## src/rtl/fpmul_issuer.sv

```systemverilog
// Issues IEEE-754 operand pairs from a FWFT FIFO to an external multiplier one at a time,
// collecting product/flag results (or timeout markers) into a FWFT result FIFO in issue order.
module fpmul_issuer #(
  parameter int DEPTH   = 4,
  parameter int TIMEOUT = 32
) (
  input  logic        clk,
  input  logic        rst_n,
  input  logic        in_valid,
  input  logic [31:0] in_a,
  input  logic [31:0] in_b,
  output logic        in_ready,
  output logic [31:0] mul_a,
  output logic [31:0] mul_b,
  output logic        mul_start,
  input  logic        mul_done,
  input  logic [31:0] mul_p,
  input  logic        mul_of,
  input  logic        mul_uf,
  input  logic        mul_nanf,
  input  logic        mul_inff,
  input  logic        mul_dnf,
  input  logic        mul_zf,
  output logic        out_valid,
  input  logic        out_ready,
  output logic [31:0] out_p,
  output logic [6:0]  out_flags,
  output logic        busy,
  output logic        stray_done
);

  localparam int AW = $clog2(DEPTH);
  localparam logic [AW:0] FULL    = (AW + 1)'(DEPTH);
  localparam logic [7:0]  TO_LAST = 8'(TIMEOUT - 1);

  typedef enum logic [2:0] {INIT, IDLE, ISSUE, WAIT, GAP} state_t;

  state_t        state;
  logic          init_cnt;
  logic [7:0]    wait_cnt;
  logic          ready_en;

  logic [63:0]   opq_mem [DEPTH];
  logic [AW-1:0] opq_wr;
  logic [AW-1:0] opq_rd;
  logic [AW:0]   opq_count;
  logic          opq_push;
  logic          opq_pop;

  logic [38:0]   res_mem [DEPTH];
  logic [AW-1:0] res_wr;
  logic [AW-1:0] res_rd;
  logic [AW:0]   res_count;
  logic          res_push;
  logic          res_pop;
  logic          res_wr_en;
  logic [38:0]   res_data;

  logic          issue_go;

  // ready_en keeps in_ready low until the first edge after reset release
  assign in_ready  = ready_en && (opq_count != FULL);
  assign opq_push  = in_valid && in_ready;
  assign issue_go  = (state == IDLE) && (opq_count != '0) && (res_count != FULL);
  assign opq_pop   = issue_go;

  assign out_valid = (res_count != '0);
  assign res_pop   = out_valid && out_ready;
  assign res_push  = (state == WAIT) && (mul_done || (wait_cnt == TO_LAST));
  assign res_wr_en = res_push && ((res_count != FULL) || res_pop);
  assign res_data  = mul_done ? {1'b0, mul_of, mul_uf, mul_nanf, mul_inff, mul_dnf, mul_zf, mul_p}
                              : {7'b1000000, 32'h0000_0000};

  assign out_p     = out_valid ? res_mem[res_rd][31:0]  : 32'h0000_0000;
  assign out_flags = out_valid ? res_mem[res_rd][38:32] : 7'b0000000;
  assign busy      = (state != IDLE);

  always_ff @(posedge clk) begin
    if (opq_push) opq_mem[opq_wr] <= {in_a, in_b};
    if (res_wr_en) res_mem[res_wr] <= res_data;
  end

  always_ff @(posedge clk or negedge rst_n) begin
    if (!rst_n) begin
      opq_wr    <= '0;
      opq_rd    <= '0;
      opq_count <= '0;
    end else begin
      if (opq_push) opq_wr <= opq_wr + 1'b1;
      if (opq_pop)  opq_rd <= opq_rd + 1'b1;
      case ({opq_push, opq_pop})
        2'b10:   opq_count <= opq_count + 1'b1;
        2'b01:   opq_count <= opq_count - 1'b1;
        default: opq_count <= opq_count;
      endcase
    end
  end

  always_ff @(posedge clk or negedge rst_n) begin
    if (!rst_n) begin
      res_wr    <= '0;
      res_rd    <= '0;
      res_count <= '0;
    end else begin
      if (res_wr_en) res_wr <= res_wr + 1'b1;
      if (res_pop)   res_rd <= res_rd + 1'b1;
      case ({res_wr_en, res_pop})
        2'b10:   res_count <= res_count + 1'b1;
        2'b01:   res_count <= res_count - 1'b1;
        default: res_count <= res_count;
      endcase
    end
  end

  always_ff @(posedge clk or negedge rst_n) begin
    if (!rst_n) begin
      state      <= INIT;
      init_cnt   <= 1'b0;
      wait_cnt   <= 8'd0;
      ready_en   <= 1'b0;
      mul_start  <= 1'b0;
      mul_a      <= 32'h0000_0000;
      mul_b      <= 32'h0000_0000;
      stray_done <= 1'b0;
    end else begin
      ready_en  <= 1'b1;
      mul_start <= 1'b0;
      if (mul_done && (state != WAIT)) stray_done <= 1'b1;
      case (state)
        INIT: begin
          init_cnt <= 1'b1;
          if (init_cnt) state <= IDLE;
        end
        IDLE: begin
          if (issue_go) begin
            state          <= ISSUE;
            mul_start      <= 1'b1;
            {mul_a, mul_b} <= opq_mem[opq_rd];
          end
        end
        ISSUE: begin
          state    <= WAIT;
          wait_cnt <= 8'd0;
        end
        WAIT: begin
          if (res_push) state <= GAP;
          else          wait_cnt <= wait_cnt + 8'd1;
        end
        GAP:     state <= IDLE;
        default: state <= INIT;
      endcase
    end
  end

endmodule

```

## config.mk

```make
export PLATFORM = sky130hd
export DESIGN_NAME = fpmul_issuer
export DESIGN_NICKNAME = d
export VERILOG_FILES = /design/src/rtl/fpmul_issuer.sv
export SDC_FILE = /design/constraint.sdc
export NUM_CORES = 1
export LEC_CHECK = 0
export CORE_ASPECT_RATIO = 1.75
export CORE_MARGIN = 2
export CORE_UTILIZATION = 58
export DETAILED_ROUTE_END_ITERATION = 16
export GPL_TIMING_DRIVEN = 1
export PLACE_DENSITY = 0.92
export SYNTH_ARGS = -nofsm -noshare
export SYNTH_HDL_FRONTEND = slang
export SYNTH_SLANG_ARGS = --single-unit
```

## constraint.sdc

```tcl
create_clock -name clk -period 5.5 [get_ports clk]
set_input_delay 1.1 -clock clk [delete_from_list [all_inputs] [get_ports clk]]
set_output_delay 1.1 -clock clk [all_outputs]
set_load 0.05 [all_outputs]
```

==> run summary, run 1 <==
Tcrit/Tclk final -> 0.774
Slew @ Worst Pin -> 1.10 ns
Vias in the first global route -> 10300
Ports -> 215
Achievable Freq -> 0.235 GHz
Flops & latches, synth -> 505
Footprint of the multi-input gates -> 0.00442 mm2
All-Layer GR Usage -> 0.228
DR vias -> 9493
Clock latency on the worst-skew pair -> 0.56 ns
Yosys warning count -> 0
H-tree levels -> 2
Total global routing overflow -> 0
Finished Core Util -> 0.709
Port bufs -> 214
Post-synthesis compound-gate area fraction -> 0.0113
Ys async rst share -> 0.184
Post-Synth Adder-Cell Area -> 0.00853
Worst min path class -> flop to flop
Synthesized area per cell -> 20.9 um2
Synth top area share -> 0.639
DRC viols -> 0
Top Family by Delay on Critical Path -> buffers and inverters
Area Overhead vs Synth -> 20.6%
Synth Flop Type -> edfxtp_1
CP endpoint kind -> primary output
Worst Path Buf+Inv -> 2
Commonest cells post-synth -> edfxtp_1 (412), mux4_2 (103), dfrtp_1 (93)
DP Wirelength -> 23300 um
CP startpoint kind -> flop
WL/cell -> 24.6 um
Critical path type -> flop to primary output
Post-synth EDFFs -> 412
Max stage delay on crit path -> 0.83 ns
Clk buf depth -> 3
Fin Setup TNS -> 0 ns
Post-Syn Area -> 0.0194 mm2
Seq/Total Area, Yosys -> 0.760
Initial core utilization -> 0.588
Site Rows -> 88
Mux share of post-synthesis cell area -> 0.159
Largest net degree at the start of global routing -> 65
Setup ws final -> 1.24 ns
Tmin final -> 4.26 ns
CTS buffer count -> 43
DR iter-0 viols -> 700
CTS root buffer -> clkbuf_16
Clock sinks -> 505
Final GP Congestion -> 0.788
Clock skew -> 0.0203 ns
Final nets -> 1269
Crit path DAT -> 3.16 ns
Drt pass-1 iters -> 5
Final slew viol count -> 0
Mapped Cells -> 925
Leak -> 7.94 nW
RSZ-0062 raised after global routing -> false
Largest family of logic cells by synthesized area -> multiplexers
Crit-path max FO -> 37
Critical-path top delay cell -> or3_1
P per Cell Area -> 589 mW/mm2
CP required -> 4.40 ns
Worst-path cell chain -> or3_1 > buf_4 > and2_1 > clkdlybuf4s50_1
Fillers -> 1835
CTS tree -> yes
Post-synthesis simple-gate area fraction -> 0.0415
Most common cell in the netlist -> edfxtp_1
Layout cells sized above 1 -> 0.221
Main area contributors after synthesis -> edfxtp_1 (64%), dfrtp_1 (12%), mux4_2 (12%)
Rel. slew slack -> 0.264
XOR/XNOR Fraction of Synth Area -> 0.00634
Core Area -> 0.0329 mm2
Die ar. -> 0.0349 mm2
Die H -> 246 um
Global-route wire length before repair -> 59600 um
Final setup viols -> 0
Die W -> 142 um
Pre-CTS setup slack -> 1.41 ns
Unique masters post-synth -> 49
Synthesized net count -> 1044
Post-cts sizing count -> 0
Setup Buffers After CTS -> 0
Synth area leader -> edfxtp_1
CTS Hold Bufs -> 0
Antenna Nets Post-Route -> 0
DRT Wirelength -> 39200 um
Run status -> completed
Reg clk slew, reported paths -> 0.07 ns
Hold Fails Final Rpt -> 0
Max-cap viol count -> 0
Register area -> 0.0147 mm2
Initial antenna violation count -> 5
DR vias/cell -> 5.97
Maximum VDD drop -> 0.473 mV
==> cell families (layout without fill, tap and decap cells) <==
| logic type | Yosys count | in the layout |
|---|---|---|
| and+or+nand+nor | 136 | 136 |
| other | 1 | 2 |
| muxes | 171 | 171 |
| buffers and inverters | 56 | 314 |
| xor gates and xnor gates | 14 | 14 |
| adders and majority gates | 12 | 12 |
| DFF | 505 | 505 |
| AOI/OAI and AO/OA | 30 | 30 |
==> per-stage QoR <==
| step | power [mW] | instance area [um2] | instances | hold WS (ns) |
|---|---|---|---|---|
| after floorplan | 9.05 | 19400 | 925 | 0.440 |
| after global placement | 10.5 | 21900 | 1510 | 0.450 |
| after detailed placement | 10.7 | 21900 | 1510 | 0.458 |
| after CTS | 13.9 | 23300 | 1588 | 0.476 |
| after global routing | 14.3 | 23300 | 1589 | 0.502 |
| final | 13.8 | 23300 | 1589 | 0.473 |
==> layout make-up <==
class	instances	share of cell area
flip-flops and latches	505	0.630
clock buffers	58	0.0530
inverters	14	0.00225
repair buffers	222	0.0943
well taps	405	0.0217
multi-input cells	364	0.189
clock inverters	20	0.00901
diodes	1	0.000107
==> layer usage <==
layer / up-vias / track usage / wire length, um / share of wire
met4: 6 / 0.0712 / 993 / 0.025
met5: - / 0 / 41 / 0.0010
met2: 397 / 0.397 / 20900 / 0.53
li1: 4102 / - / - / -
met1: 4919 / 0.284 / 14300 / 0.36
met3: 69 / 0.0574 / 2950 / 0.075
==> registers in the layout, summed over array words and instances (netlist names) <==
register,count
init_cnt,1
opq_mem,256
res_mem,156
wait_cnt,8
res_wr,2
state,3
stray_done,1
opq_count,3
mul_start,1
res_rd,2
mul_a,32
res_count,3
mul_b,32
ready_en,1
opq_rd,2
opq_wr,2
==> where the power goes <==
part           switching (mW)  internal [mW]  leakage [nW]
clock                    1.33           1.78         0.714
combinational            3.05           2.23          2.37
sequential              0.549           4.81          4.85
total                    4.94           8.82          7.94
==> cell usage in the layout (no fill, tap or decap), types with 5 or more instances in the layout <==
cell,n
buf_4,9
mux2_2,62
dfrtp_1,89
clkdlybuf4s50_1,213
xnor2_1,7
o21ai_0,9
mux4_2,103
clkbuf_16,47
and2_1,79
ha_1,10
a21oi_1,5
edfxtp_1,412
inv_1,14
nand2_1,12
nor2_1,12
xor2_1,7
clkbuf_1,9
clkinv_2,9
==> final timing paths <==
check / start / end / slack, ns / cells after the start
min reg2reg: init_cnt / init_cnt / 0.47 / 1
max: res_count[2] / out_p[6] / 1.24 / 4
max reg2reg: res_count[2] / res_count[1] / 2.40 / 9
max in group asynchronous: rst_n / mul_b[9] / 3.75 / 2
min: init_cnt / init_cnt / 0.47 / 1
min in group asynchronous: rst_n / mul_a[9] / 0.63 / 1
No activity file was read; power rests on OpenSTA's default activity.
==> run 2, diff against run 1 <==
--- a/config.mk
+++ b/config.mk
@@ -7,10 +7,10 @@
 export LEC_CHECK = 0
 export CORE_ASPECT_RATIO = 1.75
 export CORE_MARGIN = 2
-export CORE_UTILIZATION = 58
+export CORE_UTILIZATION = 51
 export DETAILED_ROUTE_END_ITERATION = 16
 export GPL_TIMING_DRIVEN = 1
-export PLACE_DENSITY = 0.92
+export PLACE_DENSITY = 0.86
 export SYNTH_ARGS = -nofsm -noshare
 export SYNTH_HDL_FRONTEND = slang
 export SYNTH_SLANG_ARGS = --single-unit
==> constraint.sdc (replaced) <==
create_clock -name clk -period 3.5 [get_ports clk]
set_input_delay 0.7 -clock clk [delete_from_list [all_inputs] [get_ports clk]]
set_output_delay 0.7 -clock clk [all_outputs]
set_load 0.05 [all_outputs]
==> run 2 against run 1 <==
Non-clock buffer count rose by 12. Sequential cell count did not move. Setup slack got worse by 1.1 ns. Combinational power rose by 60%. Count of clock-buffer cells in the layout fell by 12. Clock power rose by 58%. Total power rose by 58%. Die area rose by 13%. Sequential power rose by 55%. Critical path type unchanged. Largest power group is now combinational cells.
==> run summary, run 2 (synthesized netlist as in run 1, its figures left out) <==
WL/cell -> 23.4 um (-5.2%)
DR iter-0 viols -> 531 (-24%)
Fillers -> 2450 (+34%)
Ports -> 215 (unchanged)
Final slew viol count -> 0 (unchanged)
Tmin final -> 3.38 ns
RSZ-0062 raised after global routing -> true
Commonest non-fill, non-tap cell in the layout -> edfxtp_1
DP Wirelength -> 23600 um (+1.4%)
R2R Path End -> res_count[1]
Site Rows -> 94 (+6.8%)
Worst min path class -> input port to async pin
Antenna Nets Post-Route -> 0 (unchanged)
Maximum VDD drop -> 1.03 mV (+120%)
Die H -> 262 um (+6.5%)
Most frequent cells in the layout -> edfxtp_1 (412), clkdlybuf4s50_1 (187), mux4_2 (103), dfrtp_1 (89), and2_1 (79)
Largest net degree at the start of global routing -> 69 (+6.2%)
Top Family by Delay on Critical Path -> buffers and inverters
CP required -> 2.80 ns (-1.60 ns)
Hold Fails Final Rpt -> 0 (unchanged)
Max reg flops -> 256 (unchanged)
Initial antenna violation count -> 4 (-1)
DR vias -> 9464 (-0.31%)
Setup Buffers After CTS -> 0 (unchanged)
CP endpoint kind -> primary output
P per Cell Area -> 916 mW/mm2 (+55%)
Core Area -> 0.0375 mm2 (+14%)
Worst r2r src -> wait_cnt[0]
DRC viols -> 0 (unchanged)
CTS root buffer -> clkbuf_16
Crit-path max FO -> 21 (-43%)
Clock skew -> 0.0289 ns (+0.00860 ns)
Total global routing overflow -> 0 (unchanged)
Global-route wire length before repair -> 59900 um (+0.40%)
All-Layer GR Usage -> 0.202 (-0.0261)
Max-cap viol count -> 0 (unchanged)
Layout cells sized above 1 -> 0.251 (+0.0294)
Clock latency on the worst-skew pair -> 0.58 ns (+0.02 ns)
Worst-path cell chain -> mux4_2 > and2_1 > clkdlybuf4s50_1
Max stage delay on crit path -> 0.69 ns (-0.14 ns)
Critical-path top delay cell -> clkdlybuf4s50_1
Run status -> completed
Crit path DAT -> 2.68 ns (-0.48 ns)
Reg2reg setup slack -> 0.73 ns (-1.67 ns)
Critical Path Stages -> 3 (-1)
Final GP Congestion -> 0.723 (-8.2%)
DRT Wirelength -> 39200 um (+0.13%)
Rel. slew slack -> 0.458 (+0.194)
Final setup viols -> 0 (unchanged)
Achievable Freq -> 0.296 GHz
CTS buffer count -> 43 (unchanged)
CTS tree -> yes
DR vias/cell -> 5.64 (-5.6%)
CP startpoint kind -> flop
Top flop regs -> opq_mem (256), res_mem (156)
H-tree levels -> 2 (unchanged)
Reg2reg path depth -> 12 (+3)
Leak -> 8.13 nW (+2.4%)
Reg clk slew, reported paths -> 0.07 ns (about the same)
Clk buf depth -> 3 (unchanged)
Worst Path Buf+Inv -> 1 (-1)
Port bufs -> 214 (unchanged)
Critical path type -> flop to primary output
Post-layout power -> 21.7 mW (+58%)
Initial core utilization -> 0.516 (-0.0720)
Die ar. -> 0.0396 mm2 (+13%)
Area Overhead vs Synth -> 22.4%
Final nets -> 1281 (+0.95%)
Drt pass-1 iters -> 5 (unchanged)
Die W -> 151 um (+6.5%)
Clock sinks -> 505 (unchanged)
CTS Hold Bufs -> 0 (unchanged)
Largest Register -> opq_mem
Fin Setup TNS -> 0 ns (unchanged)
Vias in the first global route -> 10400 (+1.4%)
Tcrit/Tclk final -> 0.966
Slew @ Worst Pin -> 0.813 ns (-0.291 ns)
run 2: cell types whose count changed in the layout (fill, tap and decap cells not counted), sizes merged, moves of 6 or more:
cell	delta
buf	+32
clkdlybuf4s50	-26
clkbuf	-12
dlymetal6s2s	+6
run 2: repair_timing:
| action | 4_1_cts | 5_1_grt |
|---|---|---|
| gates resized for setup | 2 | 8 |
| pin swaps | 0 | 0 |
| setup endpoints to repair | 38 | 22 |
run 2: area by class of cell:
cell class	instances	area [um2]	area share
flip-flops and latches	505	14700	0.621
multi-input cells	364	4430	0.187
repair buffers	234	2410	0.102
clock buffers	46	1100	0.0463
well taps	480	601	0.0254
clock inverters	33	379	0.0160
inverters	14	52.6	0.00222
diodes	2	5.00	0.000211
run 2: worst max path at each step:
| stage | startpoint | to | slack, ns |
|---|---|---|---|
| final | res_rd[0] | out_flags[4] | 0.12 |
| after global routing | res_rd[0] | out_flags[5] | -0.002 |
| after CTS | res_count[2] | out_p[28] | 0.02 |
| after detailed placement | res_rd[0] | out_p[22] | 0.49 |
| after global placement | res_rd[0] | out_p[25] | 0.53 |
| after floorplan | opq_count[1] | opq_mem[0][0] | 0.62 |
run 2: worst reg2reg max path, stage by stage, from the launching register on:
cell and delay [ns]:
dfrtp_1 0.41, ha_1 0.23, and4_1 0.29, a21oi_2 0.27
nor2_2 0.05, buf_4 0.18, nor2_1 0.14, fa_1 0.48
nand2b_1 0.10, a21oi_1 0.04, a31oi_1 0.15, o311ai_0 0.16
o2111a_1 0.17
run 2: metal layers:
metal	GRT usage	part of all wire	routed length [um]
met1	0.241	0.36	14000
met2	0.359	0.54	21200
met3	0.0510	0.070	2740
met4	0.0657	0.032	1240
met5	0	0.00064	25
run 2: power by group:
part | switching (mW) | total, mW | internal (mW)
registers | 0.752 | 8.30 | 7.55
clock network | 2.19 | 4.90 | 2.71
logic | 4.94 | 8.49 | 3.55
total | 7.88 | 21.7 | 13.8
run 2: stage by stage:
step	cells	util	cell area [um2]	worst slack [ns]	hold WS, ns
6_report	1678	0.631	23700	0.119	0.0459
5_1_grt	1677	0.631	23700	-0.00234	0.0583
4_1_cts	1676	0.630	23700	0.0201	0.0426
3_5_place_dp	1597	0.591	22200	0.486	0.453
3_3_place_gp	1597	0.591	22200	0.528	0.450
2_1_floorplan	925	-	19400	0.623	0.404
